[config.mk]
export PLATFORM = sky130hd
export DESIGN_NAME = bram_sequencer
export DESIGN_NICKNAME = d
export VERILOG_FILES = /design/src/rtl/bram_sequencer.sv
export SDC_FILE = /design/constraint.sdc
export NUM_CORES = 1
export LEC_CHECK = 0
export BUFFER_PORTS_ARGS = -buffer_cell sky130_fd_sc_hd__buf_2
export CORE_UTILIZATION = 52
export CTS_CLUSTER_DIAMETER = 40
export DETAILED_ROUTE_END_ITERATION = 8
export PLACE_DENSITY_LB_ADDON = 0.3
export SYNTH_ARGS = -nofsm -noshare
export SYNTH_HDL_FRONTEND = slang
export SYNTH_SLANG_ARGS = --single-unit
[constraint.sdc]
create_clock -name clk -period 3.8 [get_ports clk]
set_input_delay 0.38 -clock clk [delete_from_list [all_inputs] [get_ports clk]]
set_output_delay 0.38 -clock clk [all_outputs]
set_load 0.005 [all_outputs]
[src/rtl/bram_sequencer.sv]
// Fill/drain sequencer: streams words into a BRAM coupler, then reads them back column by column.
// Optional feature macro: SEQ_TIMEOUT_EN (WAIT_RD watchdog with a sticky error flag).
module bram_sequencer #(
    parameter int BUS_WIDTH  = 32,
    parameter int ROWS       = 1,
    parameter int ADDR_WIDTH = 10
) (
    input  logic                      clk,
    input  logic                      rst,
    input  logic                      start,
    input  logic [ADDR_WIDTH-1:0]     row_width,
    input  logic [BUS_WIDTH-1:0]      s_data,
    input  logic                      s_valid,
    output logic                      s_ready,
    output logic                      wr_en,
    output logic [BUS_WIDTH-1:0]      data_in,
    output logic                      r_en,
    output logic [ADDR_WIDTH-1:0]     r_add,
    input  logic [ROWS*BUS_WIDTH-1:0] cpl_data,
    input  logic                      cpl_valid,
    input  logic                      cpl_full,
    output logic [ROWS*BUS_WIDTH-1:0] m_data,
    output logic                      m_valid,
    input  logic                      m_ready,
    output logic                      busy,
    output logic                      done,
    output logic                      error
);

    // state   | meaning
    // IDLE    | waiting for start
    // FILL    | accepting stream words into the coupler
    // READ    | one-cycle read strobe for column rcount
    // WAIT_RD | waiting for coupler read data
    // HOLD    | column presented on m_data until m_ready

    localparam int CNT_W = ADDR_WIDTH + $clog2(ROWS) + 1;

    typedef enum logic [2:0] {IDLE, FILL, READ, WAIT_RD, HOLD} state_t;

    state_t                 state, state_nxt;
    logic [ADDR_WIDTH-1:0]  row_w;
    logic [ADDR_WIDTH-1:0]  rcount;
    logic [CNT_W-1:0]       wcount;
    logic [CNT_W-1:0]       wtarget;
    logic                   last_col;
    logic                   timeout;

    assign wtarget  = CNT_W'(row_w) * CNT_W'(ROWS);
    assign last_col = (rcount == row_w - ADDR_WIDTH'(1));
    assign busy     = (state != IDLE);

    always_ff @(posedge clk or negedge rst) begin
        if (!rst) state <= IDLE;
        else      state <= state_nxt;
    end

    always_comb begin
        state_nxt = state;
        s_ready   = 1'b0;
        wr_en     = 1'b0;
        data_in   = '0;
        r_en      = 1'b0;
        r_add     = '0;
        case (state)
            IDLE: begin
                if (start && row_width != '0) state_nxt = FILL;
            end
            FILL: begin
                s_ready = !cpl_full;
                wr_en   = s_valid && !cpl_full;
                if (wr_en) data_in = s_data;
                if (cpl_full || (wr_en && (wcount + CNT_W'(1)) == wtarget))
                    state_nxt = READ;
            end
            READ: begin
                r_en      = 1'b1;
                r_add     = rcount;
                state_nxt = WAIT_RD;
            end
            WAIT_RD: begin
                if (cpl_valid)    state_nxt = HOLD;
                else if (timeout) state_nxt = IDLE;
            end
            HOLD: begin
                if (m_ready) state_nxt = last_col ? IDLE : READ;
            end
            default: state_nxt = IDLE;
        endcase
    end

    always_ff @(posedge clk or negedge rst) begin
        if (!rst) begin
            row_w   <= '0;
            wcount  <= '0;
            rcount  <= '0;
            m_data  <= '0;
            m_valid <= 1'b0;
            done    <= 1'b0;
        end else begin
            done <= 1'b0;
            case (state)
                IDLE: begin
                    if (start) begin
                        if (row_width != '0) begin
                            row_w  <= row_width;
                            wcount <= '0;
                            rcount <= '0;
                        end else begin
                            done <= 1'b1;
                        end
                    end
                end
                FILL: begin
                    if (wr_en) wcount <= wcount + CNT_W'(1);
                end
                WAIT_RD: begin
                    if (cpl_valid) begin
                        m_data  <= cpl_data;
                        m_valid <= 1'b1;
                    end
                end
                HOLD: begin
                    if (m_ready) begin
                        m_valid <= 1'b0;
                        rcount  <= rcount + ADDR_WIDTH'(1);
                        if (last_col) done <= 1'b1;
                    end
                end
                default: ;
            endcase
        end
    end

`ifdef SEQ_TIMEOUT_EN
    // Fifteenth silent WAIT_RD cycle is the one where to_cnt reads 14.
    logic [3:0] to_cnt;

    assign timeout = (to_cnt == 4'd14);

    always_ff @(posedge clk or negedge rst) begin
        if (!rst) begin
            to_cnt <= '0;
            error  <= 1'b0;
        end else begin
            if (state == WAIT_RD) to_cnt <= to_cnt + 4'd1;
            else                  to_cnt <= '0;
            if (state == WAIT_RD && !cpl_valid && timeout) error <= 1'b1;
        end
    end
`else
    assign timeout = 1'b0;
    assign error   = 1'b0;
`endif

endmodule

==> metrics.csv, run 1 <==
metric,value,unit
max_cap_violations,0,
reg2reg_from,state[0],
dp_hpwl,7090,microns
critical_path_buf_inv_count,3,
die-area,0.00780,sq mm
powerDensity,648,mW/mm^2
drc_errors,0,
power_leakage,2.52,nW
crit_family,simple AND/OR/NAND/NOR gates,
cts_resized,0,
met2WireLength,4740,microns
synth-edff-count,0,
cts_max_level,3,
antenna_found_initial,0,
seqCellArea,0.00170,sq mm
synthCells,388,
slew-limit-headroom,0.362,
clock-root-buffer,clkbuf_8,
cp-start-kind,register,
areaGrowthSynthToFinish,27.3,%
io_buffers,160,
grt_max_degree,44,
grt_pass1_wl,14800,microns
met1Wirelength,3870,microns
maxSlewViolCount,0,
synth.area.top_cells,"dfrtp_1, mux2_2, and2_1, xor2_1, xnor2_1",
die_w,88.3,microns
setup_viol,0,
antenna_left,0,
drive_gt1_frac,0.433,
max_stage_delay,470,ps
cts_buffers,9,
ys_seq_area_frac,0.439,
io_pins,162,
path_cells,nor2b_1 -> nand2_1 -> or2_2 -> inv_1 -> buf_4 -> and2_1 -> buf_2,
met3WireLength,491,microns
synth_top_area_frac,0.439,
syn_nets,472,
status,finished clean,
core_region_area,0.00721,sq mm
rsz0062_at_grt,no,
clock_sinks,68,
synth_top_area_cell,dfrtp_1,
dp_slack,1070,ps
mostFrequentLayoutCells,"buf_2, dfrtp_1, and2_1",
finalHoldViolations,0,
syn-mean-instance-area,9.99,sq um
layout_commonest_cell,buf_2,
yosys_warnings,0,
timing.setup.tns,0,ps
clk_latency,360,ps
rr_worst_depth,7,
place.gp.congestion,0.860,
tightest_slew,957,ps
arrival,2730,ps
maxClockFrequency,322,MHz
worstPathRequired,3420,ps
cts_tree,yes,
start_util,0.537,
fin_crit,3110,ps
highest_layer,met4,
grt_pass1_vias,3177,
finalWirelength,9360,microns
ys_types,54,
cts_buffer_depth,2,
grt_remaining_overflow,0,
synthArstFlopShare,1.00,
path_class,register to output port,
track_usage,0.255,
num_rows,31,
slowest_stage,dfrtp_1,
layout.nets,620,
min_path_type,primary input to async pin,
vias,3404,
synth_ff_type,dfrtp_1,
cts_setup_buffers,0,
cp_max_fo,28,
die_h,88.3,microns
nFillCells,613,
wl_per_cell,14.6,microns
period_share,0.818,
multi_input_area,0.00202,sq mm
endpoint_kind,output port,
cts.clk_slew.worst_paths,80,ps
drt_pass1_iterations,4,
synth-seq-cells,68,
reg2reg_slack,1160,ps
drtIter0Drc,181,
vias_per_cell,5.32,
r2r-end,wcount[2],
final.setup.worst_slack,692,ps
n_antenna_cell,0,
synth_area,0.00387,sq mm
ctsHoldBuffers,0,
skew,9.49,ps
irDropWorstVdd,438,uV
[report_power, final]
group	leakage, nW	total [mW]	internal (mW)	switching (mW)
registers	0.850	1.27	0.996	0.270
logic	1.56	1.26	0.678	0.583
clock network	0.110	0.672	0.372	0.300
total	2.52	3.20	2.05	1.15
[state kept, by name, summed over array words and instances (netlist names)]
signal and cells:
done 1, m_data 32, m_valid 1, rcount 10, row_w 10, state 3, wcount 11
[final cells by class]
type / instances / area share
clock buffers: 9 / 0.0251
well taps: 99 / 0.0251
inverters: 9 / 0.00685
clock inverters: 7 / 0.0200
flip-flops and latches: 68 / 0.345
repair buffers: 164 / 0.168
multi-input cells: 284 / 0.409
[routing by layer]
metal | up-vias | GRT usage
met5 | - | 0
met4 | 0 | 0.122
met3 | 21 | 0.0597
met2 | 124 | 0.418
met1 | 1623 | 0.318
li1 | 1636 | -
[worst max path at each step]
stage / start / to / slack, ps / cells past startpoint
after CTS: state[0] / data_in[11] / 680 / 7
after detailed placement: state[0] / data_in[11] / 1070 / 7
after global placement: state[0] / data_in[11] / 1230 / 7
final: state[0] / data_in[4] / 690 / 7
after floorplan: wcount[0] / state[0] / 1640 / 8
after global routing: state[0] / data_in[11] / 410 / 7
[metrics by stage]
stage	std cells	hold slack [ps]	utilization	area (sq um)	power, mW
after detailed placement	624	488	0.653	4710	2.54
final	640	161	0.684	4930	3.20
after CTS	640	208	0.684	4930	3.22
after global placement	624	482	0.653	4710	2.47
after global routing	640	235	0.684	4930	3.41
after floorplan	388	84.4	-	3870	2.08
[Yosys cell counts (all sizes together), types with 3 or more instances]
| cell | number |
|---|---|
| a21oi | 7 |
| a31oi | 3 |
| and2 | 41 |
| and3 | 14 |
| buf | 4 |
| clkbuf | 23 |
| dfrtp | 68 |
| ha | 3 |
| inv | 9 |
| mux2 | 40 |
| nand2 | 26 |
| nand2b | 3 |
| nand3 | 10 |
| nand4 | 5 |
| nor2 | 26 |
| nor2b | 3 |
| nor3 | 5 |
| nor4 | 6 |
| o21ai | 20 |
| o31ai | 5 |
| or2 | 4 |
| or3 | 4 |
| xnor2 | 15 |
| xor2 | 18 |
[worst register-to-register path, stage by stage (launching register included)]
cell and delay [ps]:
dfrtp_1 470, nor2b_1 330, nand2_1 160, or2_2 430, inv_1 470, nor2_1 290
o21ai_0 260, o21ai_0 110
[logic make-up (layout without fill, tap and decap cells)]
logic type / after synthesis / count (layout) / synth area share
AND/OR/NAND/NOR: 156 / 156 / 0.227
flip-flops: 68 / 68 / 0.439
AO/OA/AOI/OAI: 51 / 51 / 0.0917
multiplexers: 40 / 40 / 0.116
buffers and inverters: 36 / 189 / 0.0410
XOR/XNOR: 33 / 33 / 0.0746
adder cells (fa/ha/maj): 3 / 3 / 0.00969
other: 1 / 1 / 0.000968
No activity file was read; power rests on OpenSTA's default activity.
==> run 2: changes to the inputs <==
Settings changed: CORE_UTILIZATION 52 to 44.
Clock period 3.8 ns to 2.55 ns, I/O delays scaled along.
==> run 2 against run 1 <==
Compared with the run above: largest cell class unchanged; cell area is 0.51% higher; critical path type unchanged; worst setup slack worse by 530 ps; via count is 1.3% lower; clock power is 23% higher.
==> metrics.csv, run 2 (synthesized netlist as in run 1, its figures left out) <==
metric,value,unit
start_util,0.462,
seqCellArea,0.00170,sq mm
finalHoldViolations,0,
dp_slack,148,ps
clk_latency,350,ps
finalWirelength,9490,microns
grt_pass1_wl,15000,microns
period_share,0.937,
antenna_found_initial,0,
drtIter0Drc,207,
wl_per_cell,14.6,microns
rr_worst_depth,6,
cp-startpoint,state[1],
path_class,register to output port,
mostFrequentLayoutCells,"buf_2, dfrtp_1, and2_1",
cts_buffer_depth,2,
largest_reg_flops,32,
p_total,4.62,mW
die_w,95.8,microns
core_region_area,0.00838,sq mm
layout_commonest_cell,buf_2,
r2r-end,state[0],
grt_remaining_overflow,0,
layout.nets,626,
cts_resized,4,
p_switching,1.73,mW
endpoint_kind,output port,
setup_viol,0,
maxSlewViolCount,0,
intPower,2.89,mW
ctsHoldBuffers,0,
share_comb_of_total_power,0.422,
die_h,95.8,microns
nFillCells,757,
cts.clk_slew.worst_paths,80,ps
status,finished clean,
final.setup.worst_slack,160,ps
cp-start-kind,register,
fin_crit,2390,ps
io_buffers,160,
p_sw_frac,0.374,
vias_per_cell,5.15,
rsz0062_at_grt,no,
placed_cell_area,0.00476,sq mm
dp.cells,636,
cp_max_fo,39,
cts_buffers,9,
grt_pass1_vias,3113,
powerDensity,933,mW/mm^2
cts_setup_buffers,0,
worstPathRequired,2300,ps
io_pins,162,
drt_pass1_iterations,4,
slew-limit-headroom,0.427,
endpoint,data_in[20],
skew,11.0,ps
dp_hpwl,7220,microns
top_regs,"m_data x32, wcount x11",
die-area,0.00919,sq mm
areaGrowthSynthToFinish,27.9,%
whs,101,ps
irDropWorstVdd,554,uV
timing.setup.tns,0,ps
num_rows,33,
grt_max_degree,69,
instances_no_fill,652,
n_antenna_cell,0,
final_util,0.591,
seqPwrFrac,0.400,
vias,3360,
cts_max_level,3,
clock-root-buffer,clkbuf_8,
arrival,2130,ps
reg2reg_from,wcount[0],
drc_errors,0,
multi_input_area,0.00202,sq mm
antenna_left,0,
tightest_slew,859,ps
clock_power_share,0.178,
cts_tree,yes,
top_register,m_data,
track_usage,0.213,
maxClockFrequency,418,MHz
max_cap_violations,0,
min_path_type,primary input to async pin,
clock_sinks,68,
place.gp.congestion,0.962,
drive_gt1_frac,0.442,
reg2reg_slack,290,ps
design_area,0.00496,sq mm
power_leakage,2.53,nW
[run 2: layout make-up]
cell class | instances | share of cell area
Clock buffer | 9 | 0.0250
Tap cell | 105 | 0.0265
Timing Repair Buffer | 170 | 0.179
Clock inverter | 7 | 0.0116
Multi-Input combinational cell | 284 | 0.407
Sequential cell | 68 | 0.344
Inverter | 9 | 0.00681
[run 2: routing by layer]
| metal | track usage | wire length (microns) |
|---|---|---|
| met5 | 0 | 0 |
| met4 | 0.0672 | 112 |
| met3 | 0.0450 | 434 |
| met2 | 0.358 | 4920 |
| met1 | 0.274 | 4030 |
[run 2: critical path, cell delays in order (launching register included)]
cell,delay [ps]
dfrtp_1,420
buf_4,200
inv_1,120
nand2_1,140
or2_4,350
inv_2,120
buf_12,170
and2_1,150
buf_2,110
[run 2: how the worst min path moves through the flow]
stage                end  slack [ps]  cells past startpoint
3_3_place_gp    state[2]         450                      2
2_1_floorplan       done         -40                      0
4_1_cts         state[2]         100                      2
3_5_place_dp    state[2]         460                      2
5_1_grt         state[2]         100                      2
6_report       m_data[3]         100                      2
[run 2: power groups by stage]
stage               registers (mW)  logic (mW)  clock network (mW)
floorplan                     1.74        1.36                   0
global placement              1.84        1.89                   0
detailed placement            1.86        1.95                   0
CTS                           1.85        1.97               0.849
global route                  1.91        2.17               0.891
finish                        1.85        1.95               0.825
